--- src/rtl/seq_mag_comp_if.sv ---
// Handshake and operand bundle for the sequential magnitude comparator.
// The master issues start with operands; the slave (comparator) returns status and result flags.
interface seq_mag_comp_if #(
    parameter int WIDTH = 8
);
    logic             start;
    logic             signed_mode;
    logic [WIDTH-1:0] a;
    logic [WIDTH-1:0] b;
    logic             busy;
    logic             done;
    logic             eq;
    logic             gt;
    logic             lt;

    modport master (
        output start, signed_mode, a, b,
        input  busy, done, eq, gt, lt
    );

    modport slave (
        input  start, signed_mode, a, b,
        output busy, done, eq, gt, lt
    );
endinterface

--- src/rtl/seq_mag_comp.sv ---
// Sequential MSB-first magnitude comparator, DIGIT bits per clock, with early exit
// on the first differing digit and an optional two's-complement mode.
module seq_mag_comp #(
    parameter int WIDTH = 8,
    parameter int DIGIT = 1
) (
    input  logic             clk,
    input  logic             rst,
    seq_mag_comp_if.slave    bus
);
    localparam int N     = (DIGIT >= 1) ? WIDTH / DIGIT : 1;
    localparam int IDX_W = (N > 1) ? $clog2(N) : 1;
    localparam logic [WIDTH-1:0] MSB_MASK = WIDTH'(1) << (WIDTH - 1);

    if (WIDTH < 1 || DIGIT < 1 || (WIDTH % DIGIT) != 0) begin : g_bad_params
        $error("seq_mag_comp: WIDTH must be >= 1 and DIGIT must divide WIDTH");
    end

    typedef enum logic [1:0] {IDLE, SCAN, DONE} state_t;

    state_t           state, state_next;
    logic [IDX_W-1:0] idx;
    logic [WIDTH-1:0] a_sh, b_sh;
    logic [DIGIT-1:0] dig_a, dig_b;
    logic             accept, last, differ;
    logic             eq_r, gt_r, lt_r;

    // Operands shift left each SCAN cycle, so the digit under test is always at the top.
    assign dig_a  = a_sh[WIDTH-1 -: DIGIT];
    assign dig_b  = b_sh[WIDTH-1 -: DIGIT];
    assign differ = (dig_a != dig_b);
    assign last   = (idx == IDX_W'(N - 1));
    assign accept = (state == IDLE) && bus.start;

    always_ff @(posedge clk) begin
        if (rst) begin
            state <= IDLE;
        end else begin
            state <= state_next;
        end
    end

    always_comb begin
        state_next = state;
        case (state)
            IDLE:    if (bus.start) state_next = SCAN;
            SCAN:    if (differ || last) state_next = DONE;
            DONE:    state_next = IDLE;
            default: state_next = IDLE;
        endcase
    end

    always_comb begin
        bus.busy = (state == SCAN);
        bus.done = (state == DONE);
        bus.eq   = eq_r;
        bus.gt   = gt_r;
        bus.lt   = lt_r;
    end

    always_ff @(posedge clk) begin
        if (rst) begin
            idx  <= '0;
            eq_r <= 1'b0;
            gt_r <= 1'b0;
            lt_r <= 1'b0;
        end else if (accept) begin
            idx  <= '0;
            eq_r <= 1'b0;
            gt_r <= 1'b0;
            lt_r <= 1'b0;
        end else if (state == SCAN) begin
            if (differ) begin
                gt_r <= (dig_a > dig_b);
                lt_r <= (dig_a < dig_b);
            end else if (last) begin
                eq_r <= 1'b1;
            end else begin
                idx <= idx + IDX_W'(1);
            end
        end
    end

    // Flipping the sign bit maps two's-complement order onto unsigned order.
    always_ff @(posedge clk) begin
        if (accept) begin
            a_sh <= bus.a ^ (bus.signed_mode ? MSB_MASK : '0);
            b_sh <= bus.b ^ (bus.signed_mode ? MSB_MASK : '0);
        end else if (state == SCAN) begin
            a_sh <= a_sh << DIGIT;
            b_sh <= b_sh << DIGIT;
        end
    end
endmodule

--- src/flat_wrapper.sv ---
// flat-port wrapper written by rule: the top's interface ports become plain ports
module seq_mag_comp_flat 
#(
    parameter int WIDTH = 8,
    parameter int DIGIT = 1
)
  (clk, rst, bus_start, bus_signed_mode, bus_a, bus_b, bus_busy, bus_done, bus_eq, bus_gt, bus_lt);
  seq_mag_comp_if #(.WIDTH(WIDTH)) bus_i ();
  input  logic clk;
  input  logic rst;
  input wire logic [$bits(bus_i.start)-1:0] bus_start;
  input wire logic [$bits(bus_i.signed_mode)-1:0] bus_signed_mode;
  input wire logic [$bits(bus_i.a)-1:0] bus_a;
  input wire logic [$bits(bus_i.b)-1:0] bus_b;
  output wire logic [$bits(bus_i.busy)-1:0] bus_busy;
  output wire logic [$bits(bus_i.done)-1:0] bus_done;
  output wire logic [$bits(bus_i.eq)-1:0] bus_eq;
  output wire logic [$bits(bus_i.gt)-1:0] bus_gt;
  output wire logic [$bits(bus_i.lt)-1:0] bus_lt;
  assign bus_i.start = bus_start;
  assign bus_i.signed_mode = bus_signed_mode;
  assign bus_i.a = bus_a;
  assign bus_i.b = bus_b;
  assign bus_busy = bus_i.busy;
  assign bus_done = bus_i.done;
  assign bus_eq = bus_i.eq;
  assign bus_gt = bus_i.gt;
  assign bus_lt = bus_i.lt;
  seq_mag_comp #(.WIDTH(WIDTH), .DIGIT(DIGIT)) u_core (.clk(clk), .rst(rst), .bus(bus_i));
endmodule
--- config.mk ---
export PLATFORM = sky130hd
export DESIGN_NAME = seq_mag_comp_flat
export DESIGN_NICKNAME = d
export VERILOG_FILES = /design/src/rtl/seq_mag_comp_if.sv /design/src/rtl/seq_mag_comp.sv /design/src/flat_wrapper.sv
export SDC_FILE = /design/constraint.sdc
export NUM_CORES = 1
export LEC_CHECK = 0
export CORE_MARGIN = 10
export CORE_UTILIZATION = 40
export CTS_CLUSTER_SIZE = 28
export DETAILED_ROUTE_END_ITERATION = 10
export GPL_ROUTABILITY_DRIVEN = 0
export PLACE_DENSITY_LB_ADDON = 0.15
export RECOVER_POWER = 50
export SLEW_MARGIN = 20
export SYNTH_ARGS = -nofsm -noshare
export SYNTH_HDL_FRONTEND = slang
export SYNTH_SLANG_ARGS = --single-unit
--- constraint.sdc ---
create_clock -name clk -period 1.98 [get_ports clk]
set_input_delay 0.396 -clock clk [delete_from_list [all_inputs] [get_ports clk]]
set_output_delay 0.396 -clock clk [all_outputs]
set_load 0.005 [all_outputs]
==> results of run 1 <==
==> cells in the mapped netlist <==
library cell | n | area, µm²
sky130_fd_sc_hd__buf_6 | 2 | 22.5
sky130_fd_sc_hd__and2b_1 | 2 | 15.0
sky130_fd_sc_hd__mux2i_1 | 4 | 40.0
sky130_fd_sc_hd__nor3b_1 | 1 | 7.51
sky130_fd_sc_hd__xnor2_1 | 3 | 26.3
sky130_fd_sc_hd__nor2_1 | 7 | 26.3
sky130_fd_sc_hd__ha_1 | 4 | 50.1
sky130_fd_sc_hd__and2_1 | 2 | 12.5
sky130_fd_sc_hd__nor2_2 | 6 | 37.5
sky130_fd_sc_hd__dfxtp_1 | 8 | 160
sky130_fd_sc_hd__edfxtp_1 | 16 | 480
sky130_fd_sc_hd__buf_4 | 1 | 7.51
sky130_fd_sc_hd__o21ai_0 | 1 | 5.00
sky130_fd_sc_hd__mux2_2 | 12 | 135
sky130_fd_sc_hd__nor3b_2 | 1 | 12.5
sky130_fd_sc_hd__and4bb_1 | 1 | 12.5
sky130_fd_sc_hd__a31oi_1 | 1 | 6.26
sky130_fd_sc_hd__a21oi_1 | 2 | 10.0
sky130_fd_sc_hd__or2_1 | 1 | 6.26
sky130_fd_sc_hd__inv_1 | 3 | 11.3
==> power groups by stage <==
stage                     Clock (W)  Combinational, W  Sequential [W]
final                      0.000215          0.000234        0.000651
after global routing       0.000239          0.000261        0.000660
after CTS                  0.000224          0.000242        0.000652
after detailed placement          0          0.000242        0.000664
after global placement            0          0.000232        0.000661
after floorplan                   0          0.000158        0.000655
==> per-stage QoR <==
| stage | worst slack [ns] | power, W | std cells |
|---|---|---|---|
| 6_report | 0.127 | 0.00110 | 136 |
| 5_1_grt | 0.0656 | 0.00116 | 136 |
| 4_1_cts | 0.120 | 0.00112 | 136 |
| 3_5_place_dp | 0.0186 | 0.000905 | 132 |
| 3_3_place_gp | 0.0656 | 0.000893 | 132 |
| 2_1_floorplan | 0.466 | 0.000812 | 78 |
==> state kept, by name, summed over array words and instances, names as in the netlist <==
signal         flops
u_core.bus.eq      1
u_core.bus.gt      1
u_core.state       2
u_core.b_sh        8
u_core.idx         3
u_core.bus.lt      1
u_core.a_sh        8
==> worst max-delay path: stages <==
cell	delay [ns]
sky130_fd_sc_hd__dlygate4sd3_1	0.54
sky130_fd_sc_hd__nor3b_1	0.42
sky130_fd_sc_hd__buf_12	0.21
sky130_fd_sc_hd__mux2_2	0.34
==> final timing paths <==
kind	to	start
max	u_core.b_sh[4]	bus_start
min	u_core.bus.eq	u_core.bus.eq
max reg2reg	u_core.bus.gt	u_core.a_sh[7]
min reg2reg	u_core.bus.eq	u_core.bus.eq
==> area by class of cell <==
| cell class | count | area [µm²] |
|---|---|---|
| Fill cell | 237 | 1140 |
| Sequential cell | 24 | 641 |
| Multi-Input combinational cell | 48 | 398 |
| Timing Repair Buffer | 27 | 272 |
| Tap cell | 30 | 37.5 |
| Clock buffer | 3 | 22.5 |
| Inverter | 3 | 11.3 |
| Clock inverter | 1 | 3.75 |
==> metal layers <==
| layer | track usage | up-vias | share of wire |
|---|---|---|---|
| li1 | - | 329 | - |
| met1 | 0.0874 | 301 | 0.45 |
| met2 | 0.117 | 15 | 0.48 |
| met3 | 0.0272 | 2 | 0.066 |
| met4 | 0.0452 | 0 | 0.010 |
| met5 | 0 | - | 0 |
==> kinds of logic (layout without fill, tap and decap cells) <==
family | after synthesis | after routing
AO/OA/AOI/OAI | 4 | 4
XOR/XNOR | 3 | 3
adder cells (fa/ha/maj) | 4 | 4
buffers and inverters | 6 | 34
flip-flops | 24 | 24
multiplexers | 16 | 16
AND/OR/NAND/NOR | 21 | 21
==> metrics.txt, run 1 <==
status finished, final reports clean; synthesized area 0.00108 mm²; vias 647; post-CTS repair timing setup buffer count 0; largest family of logic cells by synthesized area multiplexers; Setup-failing EPs final 0; DRC violation total after the first TritonRoute iteration 32; Tightest Hold Check Type flip-flop to flip-flop; number of register bits inferred by synthesis 24; Pre-Repair DR Iteration Count 2; minimum setup slack among reg-to-reg paths 0.37 ns; root buffer selected by CTS sky130_fd_sc_hd__clkbuf_4; minimum period implied by the final worst setup slack 1.85 ns; post-synth cell types 20; routed wirelength normalized by instance count 13.6 µm; clock tree from TritonCTS yes; number of vias per cell 4.76; Final Routed Wirelength 1.84 mm; P&R area growth vs syn 27.7%; CP max FO 18; hold-fix buffers at CTS 0; peak supply drop 0.534 mV; Worst-Margin Slew 0.880 ns; post-detailed-route count of antenna-violating nets 0; data required time at the worst endpoint 2.05 ns; initial standard-cell utilization of the core 0.430; internal power 0.000835 W; number of clock buffers inserted by TritonCTS 3; fraction of the yosys area taken by sequential cells 0.591; Die X-Extent 72.1 µm; DRC violations left 0; Clock Tree Buf Depth 2; via count of the first global-routing pass 705; power share of the combinational group 0.213; WP data arrival 1.92 ns; clock transition time at the flip-flop clock pins of the worst setup and hold paths 0.12 ns; max-slew headroom at the worst pin 0.414; total power divided by cell area 793 mW/mm²; adder-cell share of the synthesized area 0.0461; Placement Rows 18; maximum number of pins on one net before global-route repair 19; reported max-cap violation count 0; Sequential Power Share 0.592; area enclosed by the die boundary 0.00519 mm²; clock share of power 0.195; number of antenna violations at the first check in global routing 0; highest-count cells in the layout ignoring fill and taps 23 x sky130_fd_sc_hd__clkdlybuf4s50_1, 16 x sky130_fd_sc_hd__edfxtp_1, 12 x sky130_fd_sc_hd__mux2_2, 8 x sky130_fd_sc_hd__dfxtp_1, 7 x sky130_fd_sc_hd__nor2_1; Clock Sinks 24; launching element type of the critical path primary input; Core Area 0.00252 mm²; number of cells on the worst reg-to-reg path 4; number of buffer cells added on primary ports 24; element type at the critical path end flip-flop; floorplan die height 72.1 µm; Synth Warn # 0; number of resized instances in the post-cts repair step 0; Worst Clk Skew 0.00463 ns; n_diodes 0; number of hold violations in the final report 0; top-level I/O count 25; fraction of layout instances using a drive strength above 1 0.217; Static Leak 0.515 nW; most common cell after layout, fill and taps aside sky130_fd_sc_hd__clkdlybuf4s50_1; Final Core Density 0.549; overflow left after global routing 0; clk_lat worst skew 0.31 ns; unrepaired setup endpoints after global routing no; ratio of final minimum period to clock period 0.936; Highest Clock Rate 0.540 GHz; synthesized-area fraction occupied by xor and xnor cells 0.0242; H-tree depth 1; cell area after layout 0.00139 mm²; number of instances in the synthesized netlist 78; placed cell areas 0.00137 mm²; start-to-end type of the worst setup path primary input to flip-flop; count of final max-slew check failures 0; basic-gate share of the synthesized area counting and, or, nand and nor cells 0.120; GRT Util Overall 0.0756; minimum hold slack 0.489 ns; Compound-Gate Fraction of Synth Area 0.0196; power dissipated by switching net loads 0.000264 W; wire length of the first global-routing pass 3.16 mm; aggregate negative setup slack 0 ns; WHS Path Cells 2; net count after synthesis 102; post-synthesis mux area share 0.161; total half-perimeter wirelength after legalization and detailed placement 1.42 mm; final-stage net count 131; switching part of the total power 0.240; synthesized area per cell 13.9 µm²
Note: power is estimated with default switching activity, not from simulation.
==> run 2: changes to the inputs <==
--- a/config.mk
+++ b/config.mk
@@ -6,7 +6,7 @@
 export NUM_CORES = 1
 export LEC_CHECK = 0
 export CORE_MARGIN = 10
-export CORE_UTILIZATION = 40
+export CORE_UTILIZATION = 43
 export CTS_CLUSTER_SIZE = 28
 export DETAILED_ROUTE_END_ITERATION = 10
 export GPL_ROUTABILITY_DRIVEN = 0
==> run 2 against run 1 <==
Against the previous run: worst setup slack improved by 0.029 ns; highest routed layer unchanged; critical path type is now flip-flop to primary output; flip-flop and latch count did not move; routed wire length fell by 4.6%; combinational power down 3%; via count is 1.4% lower; final cell count decreased by 0.74%; core utilization is 1.7 points higher; die area down 5.1%; first-iteration DRC count is 38% lower; sequential share of layout area up 0.25 points; cell area is 0.54% lower.
==> metrics.txt, run 2 (synthesis gave the netlist of run 1 again) <==
Pre-Repair DR Iteration Count 4 (was 2); fraction of layout instances using a drive strength above 1 0.210 (was 0.217); total half-perimeter wirelength after legalization and detailed placement 1.33 mm (was 1.42 mm); final std cells w/o fill 135 (was 136); area enclosed by the die boundary 0.00493 mm² (was 0.00519 mm²); clock transition time at the flip-flop clock pins of the worst setup and hold paths 0.12 ns (about the same); aggregate negative setup slack 0 ns (unchanged); status finished, final reports clean (unchanged); GRT Util Overall 0.0781 (was 0.0756); post-detailed-route count of antenna-violating nets 0 (unchanged); WP data arrival 1.43 ns (was 1.92 ns); highest-count cells in the layout ignoring fill and taps 23 x sky130_fd_sc_hd__clkdlybuf4s50_1, 16 x sky130_fd_sc_hd__edfxtp_1, 12 x sky130_fd_sc_hd__mux2_2, 8 x sky130_fd_sc_hd__dfxtp_1, 7 x sky130_fd_sc_hd__nor2_1 (unchanged); wire length of the first global-routing pass 3.21 mm (was 3.16 mm); Die X-Extent 70.2 µm (was 72.1 µm); CP max FO 6 (was 18); minimum hold slack 0.497 ns (was 0.489 ns); Static Leak 0.509 nW (was 0.515 nW); Core Area 0.00243 mm² (was 0.00252 mm²); max-slew headroom at the worst pin 0.445 (was 0.414); reported max-cap violation count 0 (unchanged); Setup-failing EPs final 0 (unchanged); hold-fix buffers at CTS 0 (unchanged); Worst Clk Skew 0.00856 ns (was 0.00463 ns); final-stage net count 130 (was 131); start-to-end type of the worst setup path flip-flop to primary output (was primary input to flip-flop); clk_lat worst skew 0.31 ns (about the same); top-level I/O count 25 (unchanged); Clock Tree Buf Depth 2 (unchanged); routed wirelength normalized by instance count 13.0 µm (was 13.6 µm); Placed Cells incl. Taps 131 (was 132); via count of the first global-routing pass 675 (was 705); initial standard-cell utilization of the core 0.446 (was 0.430); vias 638 (was 647); total power divided by cell area 792 mW/mm² (was 793 mW/mm²); element type at the critical path end primary output (was flip-flop); number of buffer cells added on primary ports 24 (unchanged); H-tree depth 1 (unchanged); Clock Sinks 24 (unchanged); DRC violations left 0 (unchanged); unrepaired setup endpoints after global routing no (unchanged); ratio of final minimum period to clock period 0.921 (was 0.936); data required time at the worst endpoint 1.58 ns (was 2.05 ns); number of antenna violations at the first check in global routing 0 (unchanged); minimum period implied by the final worst setup slack 1.82 ns (was 1.85 ns); post-CTS repair timing setup buffer count 0 (unchanged); Final Routed Wirelength 1.76 mm (was 1.84 mm); number of vias per cell 4.73 (was 4.76); Tightest Hold Check Type flip-flop to flip-flop (unchanged); Worst-Margin Slew 0.832 ns (was 0.880 ns); clock tree from TritonCTS yes (unchanged); number of hold violations in the final report 0 (unchanged); most common cell after layout, fill and taps aside sky130_fd_sc_hd__clkdlybuf4s50_1 (unchanged); peak supply drop 0.487 mV (was 0.534 mV); count of final max-slew check failures 0 (unchanged); root buffer selected by CTS sky130_fd_sc_hd__clkbuf_4 (unchanged); launching element type of the critical path flip-flop (was primary input); overflow left after global routing 0 (unchanged); top flop regs u_core.a_sh (8), u_core.b_sh (8), u_core.idx (3) (unchanged); Highest Clock Rate 0.548 GHz (was 0.540 GHz); number of resized instances in the post-cts repair step 0 (unchanged); Placement Rows 18 (unchanged); P&R area growth vs syn 27.0% (was 27.7%); floorplan die height 70.2 µm (was 72.1 µm); n_diodes 0 (unchanged); number of clock buffers inserted by TritonCTS 3 (unchanged); maximum number of pins on one net before global-route repair 21 (was 19); DRC violation total after the first TritonRoute iteration 20 (was 32)
[run 2: cell count changes in the layout (fill, tap and decap cells not counted)]
cell | before | now
sky130_fd_sc_hd__clkinv_1 | 1 | 0
sky130_fd_sc_hd__buf_4 | 1 | 0
sky130_fd_sc_hd__clkbuf_1 | 1 | 2
[run 2: where the power goes]
part | internal [W] | total [W] | switching [W]
combinational | 0.000132 | 0.000228 | 0.0000958
sequential | 0.000626 | 0.000649 | 0.0000233
clock | 0.0000785 | 0.000214 | 0.000136
total | 0.000837 | 0.00109 | 0.000255
[run 2: final cells by class]
cell class	instances	area (µm²)
sequential	24	641
multi-input combinational	48	398
tap	30	37.5
timing repair buffer	26	264
clock buffer	4	26.3
inverter	3	11.3
fill	211	1050
[run 2: final timing paths]
check | startpoint | end | cells after the start | slack, ns
setup / recovery | u_core.state[1] | bus_busy | 2 | 0.16
hold / removal | u_core.bus.eq | u_core.bus.eq | 2 | 0.50
setup reg to reg | u_core.b_sh[7] | u_core.bus.lt | 5 | 0.43
hold reg to reg | u_core.bus.eq | u_core.bus.eq | 2 | 0.50
[run 2: routing by layer]
layer	vias to the layer above	track usage	part of all wire
met2	17	0.116	0.44
li1	329	-	-
met5	-	0	0
met3	4	0.0325	0.069
met4	0	0.0395	0.023
met1	288	0.0936	0.46
[run 2: critical path, stage by stage (launching register included)]
cell,delay (ns)
sky130_fd_sc_hd__dfxtp_1,0.37
sky130_fd_sc_hd__and2b_1,0.25
sky130_fd_sc_hd__clkdlybuf4s50_1,0.51
[run 2: metrics by stage]
step	worst slack, ns	util	area (µm²)	power [W]
6_report	0.156	0.566	1380	0.00109
5_1_grt	0.0597	0.566	1380	0.00116
4_1_cts	0.119	0.570	1390	0.00111
3_5_place_dp	0.0725	0.559	1360	0.000898
3_3_place_gp	0.101	0.559	1360	0.000889
2_1_floorplan	0.466	-	1080	0.000812
==> run 3: changes to the inputs <==
--- a/config.mk
+++ b/config.mk
@@ -5,7 +5,7 @@
 export SDC_FILE = /design/constraint.sdc
 export NUM_CORES = 1
 export LEC_CHECK = 0
-export CORE_MARGIN = 10
+export CORE_MARGIN = 2
 export CORE_UTILIZATION = 43
 export CTS_CLUSTER_SIZE = 28
 export DETAILED_ROUTE_END_ITERATION = 10
==> run 3 against run 2 <==
Against the previous run: clock skew down 0.0064 ns; non-clock buffer count up 1; final cell count up 0.74%; clock power about the same; clock-buffer cell count unchanged; maximum frequency down 2.6%; critical path depth up 2; sequential share of layout area down 0.25 points; routed wire length down 4.4%; critical path type is now primary input to flip-flop.
==> metrics.txt, run 3 (synthesis gave the netlist of run 1 again) <==
element type at the critical path end flip-flop (was primary output); Worst Clk Skew 0.00218 ns (was 0.00856 ns); WP buf/inv 2 (was 1); overflow left after global routing 0 (unchanged); reported max-cap violation count 0 (unchanged); Worst-Margin Slew 0.859 ns (was 0.832 ns); Placement Rows 18 (unchanged); Clock Sinks 24 (unchanged); maximum number of pins on one net before global-route repair 19 (was 21); routed wirelength normalized by instance count 12.4 µm (was 13.0 µm); CP max FO 18 (was 6); DRC violation total after the first TritonRoute iteration 1 (was 20); Final Routed Wirelength 1.68 mm (was 1.76 mm); status finished, final reports clean (unchanged); aggregate negative setup slack 0 ns (unchanged); number of vias per cell 4.80 (was 4.73); cell depth of the worst setup path 4 (was 2); Highest Clock Rate 0.534 GHz (was 0.548 GHz); wire length of the first global-routing pass 2.66 mm (was 3.21 mm); floorplan die height 54.2 µm (was 70.2 µm); n_diodes 0 (unchanged); via count of the first global-routing pass 616 (was 675); DRC violations left 0 (unchanged); number of buffer cells added on primary ports 24 (unchanged); number of clock buffers inserted by TritonCTS 3 (unchanged); crit-path leading delay family buffers and inverters (unchanged); Die X-Extent 54.2 µm (was 70.2 µm); Setup-failing EPs final 0 (unchanged); minimum hold slack 0.488 ns (was 0.497 ns); Pre-Repair DR Iteration Count 2 (was 4); clock tree from TritonCTS yes (unchanged); start-to-end type of the worst setup path primary input to flip-flop (was flip-flop to primary output); total half-perimeter wirelength after legalization and detailed placement 1.23 mm (was 1.33 mm); ordered list of cells on the worst path dlygate4sd3_1, nor3b_1, buf_12, mux2_2 (was and2b_1, clkdlybuf4s50_1); post-detailed-route count of antenna-violating nets 0 (unchanged); start of the worst register-to-register path u_core.state[0] (was u_core.b_sh[7]); source of the worst hold timing path u_core.bus.eq (unchanged); post-CTS repair timing setup buffer count 0 (unchanged); Static Leak 0.514 nW (was 0.509 nW); vias 653 (was 638); H-tree depth 1 (unchanged); ratio of final minimum period to clock period 0.945 (was 0.921); top-level I/O count 25 (unchanged); highest-count cells in the layout ignoring fill and taps 23 x sky130_fd_sc_hd__clkdlybuf4s50_1, 16 x sky130_fd_sc_hd__edfxtp_1, 12 x sky130_fd_sc_hd__mux2_2, 8 x sky130_fd_sc_hd__dfxtp_1, 7 x sky130_fd_sc_hd__nor2_1 (unchanged); top flop regs u_core.a_sh (8), u_core.b_sh (8), u_core.idx (3) (unchanged); minimum setup slack among reg-to-reg paths 0.37 ns (was 0.43 ns); Core Area 0.00243 mm² (unchanged); final-stage net count 131 (was 130); most common cell after layout, fill and taps aside sky130_fd_sc_hd__clkdlybuf4s50_1 (unchanged); number of hold violations in the final report 0 (unchanged); total power divided by cell area 795 mW/mm² (was 792 mW/mm²); launching element type of the critical path primary input (was flip-flop); area enclosed by the die boundary 0.00294 mm² (was 0.00493 mm²); peak supply drop 0.478 mV (was 0.487 mV); root buffer selected by CTS sky130_fd_sc_hd__clkbuf_4 (unchanged); Tightest Hold Check Type flip-flop to flip-flop (unchanged); Critical-path top delay cell sky130_fd_sc_hd__dlygate4sd3_1 (was sky130_fd_sc_hd__clkdlybuf4s50_1); max-slew headroom at the worst pin 0.428 (was 0.445); unrepaired setup endpoints after global routing no (unchanged); number of resized instances in the post-cts repair step 0 (unchanged); number of antenna violations at the first check in global routing 0 (unchanged); layout filler cell count 233 (was 211); count of final max-slew check failures 0 (unchanged); data required time at the worst endpoint 2.05 ns (was 1.58 ns); clk_lat worst skew 0.30 ns (was 0.31 ns); hold-fix buffers at CTS 0 (unchanged); end of the worst register-to-register path u_core.b_sh[5] (was u_core.bus.lt); number of cells on the worst reg-to-reg path 3 (was 5); Clock Tree Buf Depth 2 (unchanged); P&R area growth vs syn 27.7% (was 27.0%); first element of the critical path bus_start (was u_core.state[1]); GRT Util Overall 0.131 (was 0.0781); worst setup path endpoint u_core.b_sh[5] (was bus_busy); WP data arrival 1.94 ns (was 1.43 ns); fraction of layout instances using a drive strength above 1 0.217 (was 0.210); minimum period implied by the final worst setup slack 1.87 ns (was 1.82 ns); Critical Path Max Stage Delay 0.55 ns (was 0.51 ns); clock transition time at the flip-flop clock pins of the worst setup and hold paths 0.13 ns (was 0.12 ns); initial standard-cell utilization of the core 0.446 (unchanged)
-- run 3: cell count changes in the layout (fill, tap and decap cells not counted) --
cell,change
sky130_fd_sc_hd__buf_4,+1
-- run 3: layout make-up --
type / instances / area (µm²) / area share
repair buffers: 27 / 272 / 0.196
inverters: 3 / 11.3 / 0.00813
multi-input cells: 48 / 398 / 0.287
flip-flops and latches: 24 / 641 / 0.463
clock buffers: 4 / 26.3 / 0.0190
well taps: 30 / 37.5 / 0.0271
-- run 3: how the worst min path moves through the flow --
| stage | slack [ns] | depth (start not counted) | to |
|---|---|---|---|
| 2_1_floorplan | 0.46 | 2 | u_core.bus.eq |
| 3_3_place_gp | 0.45 | 2 | u_core.bus.eq |
| 3_5_place_dp | 0.46 | 2 | u_core.bus.eq |
| 4_1_cts | 0.49 | 2 | u_core.bus.eq |
| 5_1_grt | 0.52 | 2 | u_core.bus.eq |
| 6_report | 0.49 | 2 | u_core.bus.eq |
-- run 3: per-layer routing --
metal / global-route usage / share of wire / vias up
li1: - / - / 330
met1: 0.160 / 0.44 / 305
met2: 0.209 / 0.48 / 16
met3: 0.0328 / 0.065 / 2
met4: 0.0750 / 0.010 / 0
met5: 0 / 0 / -
-- run 3: tightest hold or removal path, cell delays in order (launching register included) --
cell                      delay, ns
sky130_fd_sc_hd__dfxtp_1       0.35
sky130_fd_sc_hd__a31oi_1       0.05
sky130_fd_sc_hd__nor2_2        0.06
-- run 3: through the flow --
stage | instance area [µm²] | cells | util | setup slack [ns] | power (W)
after CTS | 1390 | 136 | 0.573 | 0.132 | 0.00112
after global routing | 1390 | 136 | 0.569 | 0.0421 | 0.00116
after global placement | 1370 | 132 | 0.562 | 0.0762 | 0.000892
after detailed placement | 1370 | 132 | 0.562 | 0.00484 | 0.000904
after floorplan | 1080 | 78 | - | 0.466 | 0.000812
final | 1390 | 136 | 0.569 | 0.108 | 0.00110
-- run 3: where the power goes --
part	switching (W)	internal, W	leakage [nW]
combinational	0.0000975	0.000135	0.274
sequential	0.0000258	0.000626	0.225
clock	0.000138	0.0000784	0.0150
total	0.000261	0.000840	0.514
==> patch, RTL diff (flow settings as in run 1) <==
`WIDTH` is set to 8 in 3 places; all go to 16.
--- a/src/rtl/seq_mag_comp_if.sv
+++ b/src/rtl/seq_mag_comp_if.sv
@@ -2,5 +2,5 @@
 // The master issues start with operands; the slave (comparator) returns status and result flags.
 interface seq_mag_comp_if #(
-    parameter int WIDTH = 8
+    parameter int WIDTH = 16
 );
     logic             start;
--- a/src/rtl/seq_mag_comp.sv
+++ b/src/rtl/seq_mag_comp.sv
@@ -2,5 +2,5 @@
 // on the first differing digit and an optional two's-complement mode.
 module seq_mag_comp #(
-    parameter int WIDTH = 8,
+    parameter int WIDTH = 16,
     parameter int DIGIT = 1
 ) (
--- a/src/flat_wrapper.sv
+++ b/src/flat_wrapper.sv
@@ -2,5 +2,5 @@
 module seq_mag_comp_flat 
 #(
-    parameter int WIDTH = 8,
+    parameter int WIDTH = 16,
     parameter int DIGIT = 1
 )
Interface: changed (resized bus_a and bus_b); port bits go from 25 to 41. No check against the original RTL was run, so the function may have changed too.
==> patch against run 1 <==
Sequential cell count is 17 higher. Cell area is 73% higher. Sequential power is 77% higher. Setup slack worse by 4.8 ps. Routed wire length is 100% higher. Synthesized area is 67% higher. Critical path depth stayed put. Count of clock-buffer cells in the layout is 4 higher. Total power is 100% higher. Critical endpoint is now u_core.a_sh[9]$_DFFE_PP_. Largest cell class unchanged.
==> patch: results (changes against run 1) <==
| Metric | Value |
|---|---|
| Register area share after synthesis | 0.629 (+0.0380) |
| Synthesized instance count | 181 (+130%) |
| Synth cell types | 26 (+30%) |
| Critical R2R Launch | u_core.state[0]$_SDFFE_PP0P_ |
| DR iter-0 viols | 78 (+140%) |
| Placed cell areas | 2300 um^2 (+68%) |
| Lkg Pwr | 1.00 nW (+95%) |
| DR top layer | met4 |
| Layout filler cell count | 413 (+74%) |
| # Post-CTS Setup Buffers | 0 (unchanged) |
| Total CTS buffers | 5 (+2) |
| Min-delay worst type | flop to flop |
| Crit-path max cell delay | 570 ps (+30 ps) |
| Placed Instances | 269 (+100%) |
| Worst-skew pair later-pin latency | 290 ps (-20 ps) |
| Max Fanout on Critical Path | 8 (-10) |
| DRT met1 WL | 1.68 mm (+100%) |
| Largest net degree at the start of global routing | 34 (+15) |
| Largest regs | u_core.a_sh (16), u_core.b_sh (16), u_core.idx (4) |
| Root buffer cell | clkbuf_8 |
| Number of buffers added on ports | 40 (+67%) |
| Layout Skew | 3.81 ps (-0.825 ps) |
| Global-route wire length before repair | 6.25 mm (+98%) |
| Wire length on met2 | 1.72 mm (+97%) |
| Inserted Diodes | 0 (unchanged) |
| Dominant cells by area after synthesis | edfxtp_1, nand2_1, dfxtp_1 |
| Worst setup endpoint | u_core.a_sh[9]$_DFFE_PP_ |
| TritonRoute pass-1 iters | 4 (+2) |
| Top cells by count, synth | nand2_1, edfxtp_1, dfxtp_1, nor2_1, a21oi_1 |
| Layout cell share with drive strength beyond 1 | 0.0533 (-0.164) |
| Outcome | completed |
| Maximum vdd ir drop | 0.000446 V (-17%) |
| Post-route cell area | 2390 um^2 (+73%) |
| Gates resized, CTS repair | 0 (unchanged) |
| R2R depth | 3 (-1) |
| Post-Synthesis Net Count | 220 (+120%) |
| GRT Total Usage | 0.103 (+0.0276) |
| Routed vias/inst | 4.73 (-0.52%) |
| Warnings from Yosys | 0 (unchanged) |
| Routed WL | 3.73 mm (+100%) |
| Worst-margin pin slew | 739 ps (-141 ps) |
| EDFF count, synth | 32 (+16) |
| Final-stage net count | 263 (+100%) |
| Clk slew on worst S/H paths | 80 ps (-40 ps) |
| R2r setup slk | 380 ps |
| Avg WL per Cell | 13.5 um (-0.61%) |
| Metal3 WL | 274 um (+120%) |
| Worst Path Arrival | 1870 ps (-50 ps) |
| H-Tree Depth | 2 (+1) |
| Vias in the first global route | 1353 (+92%) |
| DP HPWL | 2.59 mm (+82%) |
[patch: cell types whose count changed in the layout (fill, tap and decap cells not counted), sizes merged, moves of 3 or more]
cell | before | now
a21oi | 2 | 5
clkbuf | 4 | 8
clkdlybuf4s50 | 23 | 38
edfxtp | 16 | 32
mux2 | 12 | 0
nand2 | 0 | 87
nor2 | 13 | 6
o21ai | 1 | 4
or3 | 0 | 3
[patch: cells by family after synthesis]
group,synth area share
simple gates,0.253
flops,0.629
compound gates,0.0372
buf+inv,0.0400
fa+ha+maj,0.0207
xor+xnor,0.00965
mux,0.0110
[patch: power breakdown]
part	switching, mW	internal [mW]
sequential	0.0432	1.10
combinational	0.193	0.176
clock	0.284	0.411
[patch: layer usage]
metal / vias up / global-route usage
li1: 684 / -
met1: 591 / 0.122
met2: 30 / 0.158
met3: 6 / 0.0515
met4: 0 / 0.0348
met5: - / 0
[patch: area by class of cell]
| cell class | instances | area share |
|---|---|---|
| well taps | 52 | 0.0272 |
| repair buffers | 44 | 0.189 |
| clock inverters | 1 | 0.0125 |
| inverters | 4 | 0.00627 |
| flip-flops and latches | 41 | 0.477 |
| clock buffers | 7 | 0.0361 |
| multi-input cells | 128 | 0.251 |
[patch: how the worst min path moves through the flow]
stage | from | to | slack [ps] | cells after the start
global route | u_core.bus.gt$_SDFFE_PP0P_ | u_core.bus.gt$_SDFFE_PP0P_ | 540 | 2
global placement | u_core.idx[3]$_SDFFE_PP0P_ | u_core.idx[3]$_SDFFE_PP0P_ | 480 | 2
floorplan | u_core.bus.eq$_SDFFE_PP0P_ | u_core.bus.eq$_SDFFE_PP0P_ | 460 | 2
CTS | u_core.idx[1]$_SDFFE_PP0P_ | u_core.idx[1]$_SDFFE_PP0P_ | 510 | 2
detailed placement | u_core.bus.eq$_SDFFE_PP0P_ | u_core.bus.eq$_SDFFE_PP0P_ | 480 | 2
finish | u_core.idx[3]$_SDFFE_PP0P_ | u_core.idx[3]$_SDFFE_PP0P_ | 500 | 2
[patch: worst max-delay path: cells and delay by family]
family        cells  cell delay [ps]
buf+inv           2              850
simple gates      2              630
[patch: stage by stage]
| stage | util | worst slack [ps] | power [mW] |
|---|---|---|---|
| after floorplan | - | 278 | 1.39 |
| after global placement | 0.525 | 121 | 1.54 |
| after detailed placement | 0.525 | 90.8 | 1.55 |
| after CTS | 0.552 | 76.5 | 2.25 |
| after global routing | 0.546 | 7.59 | 2.34 |
| final | 0.546 | 122 | 2.21 |
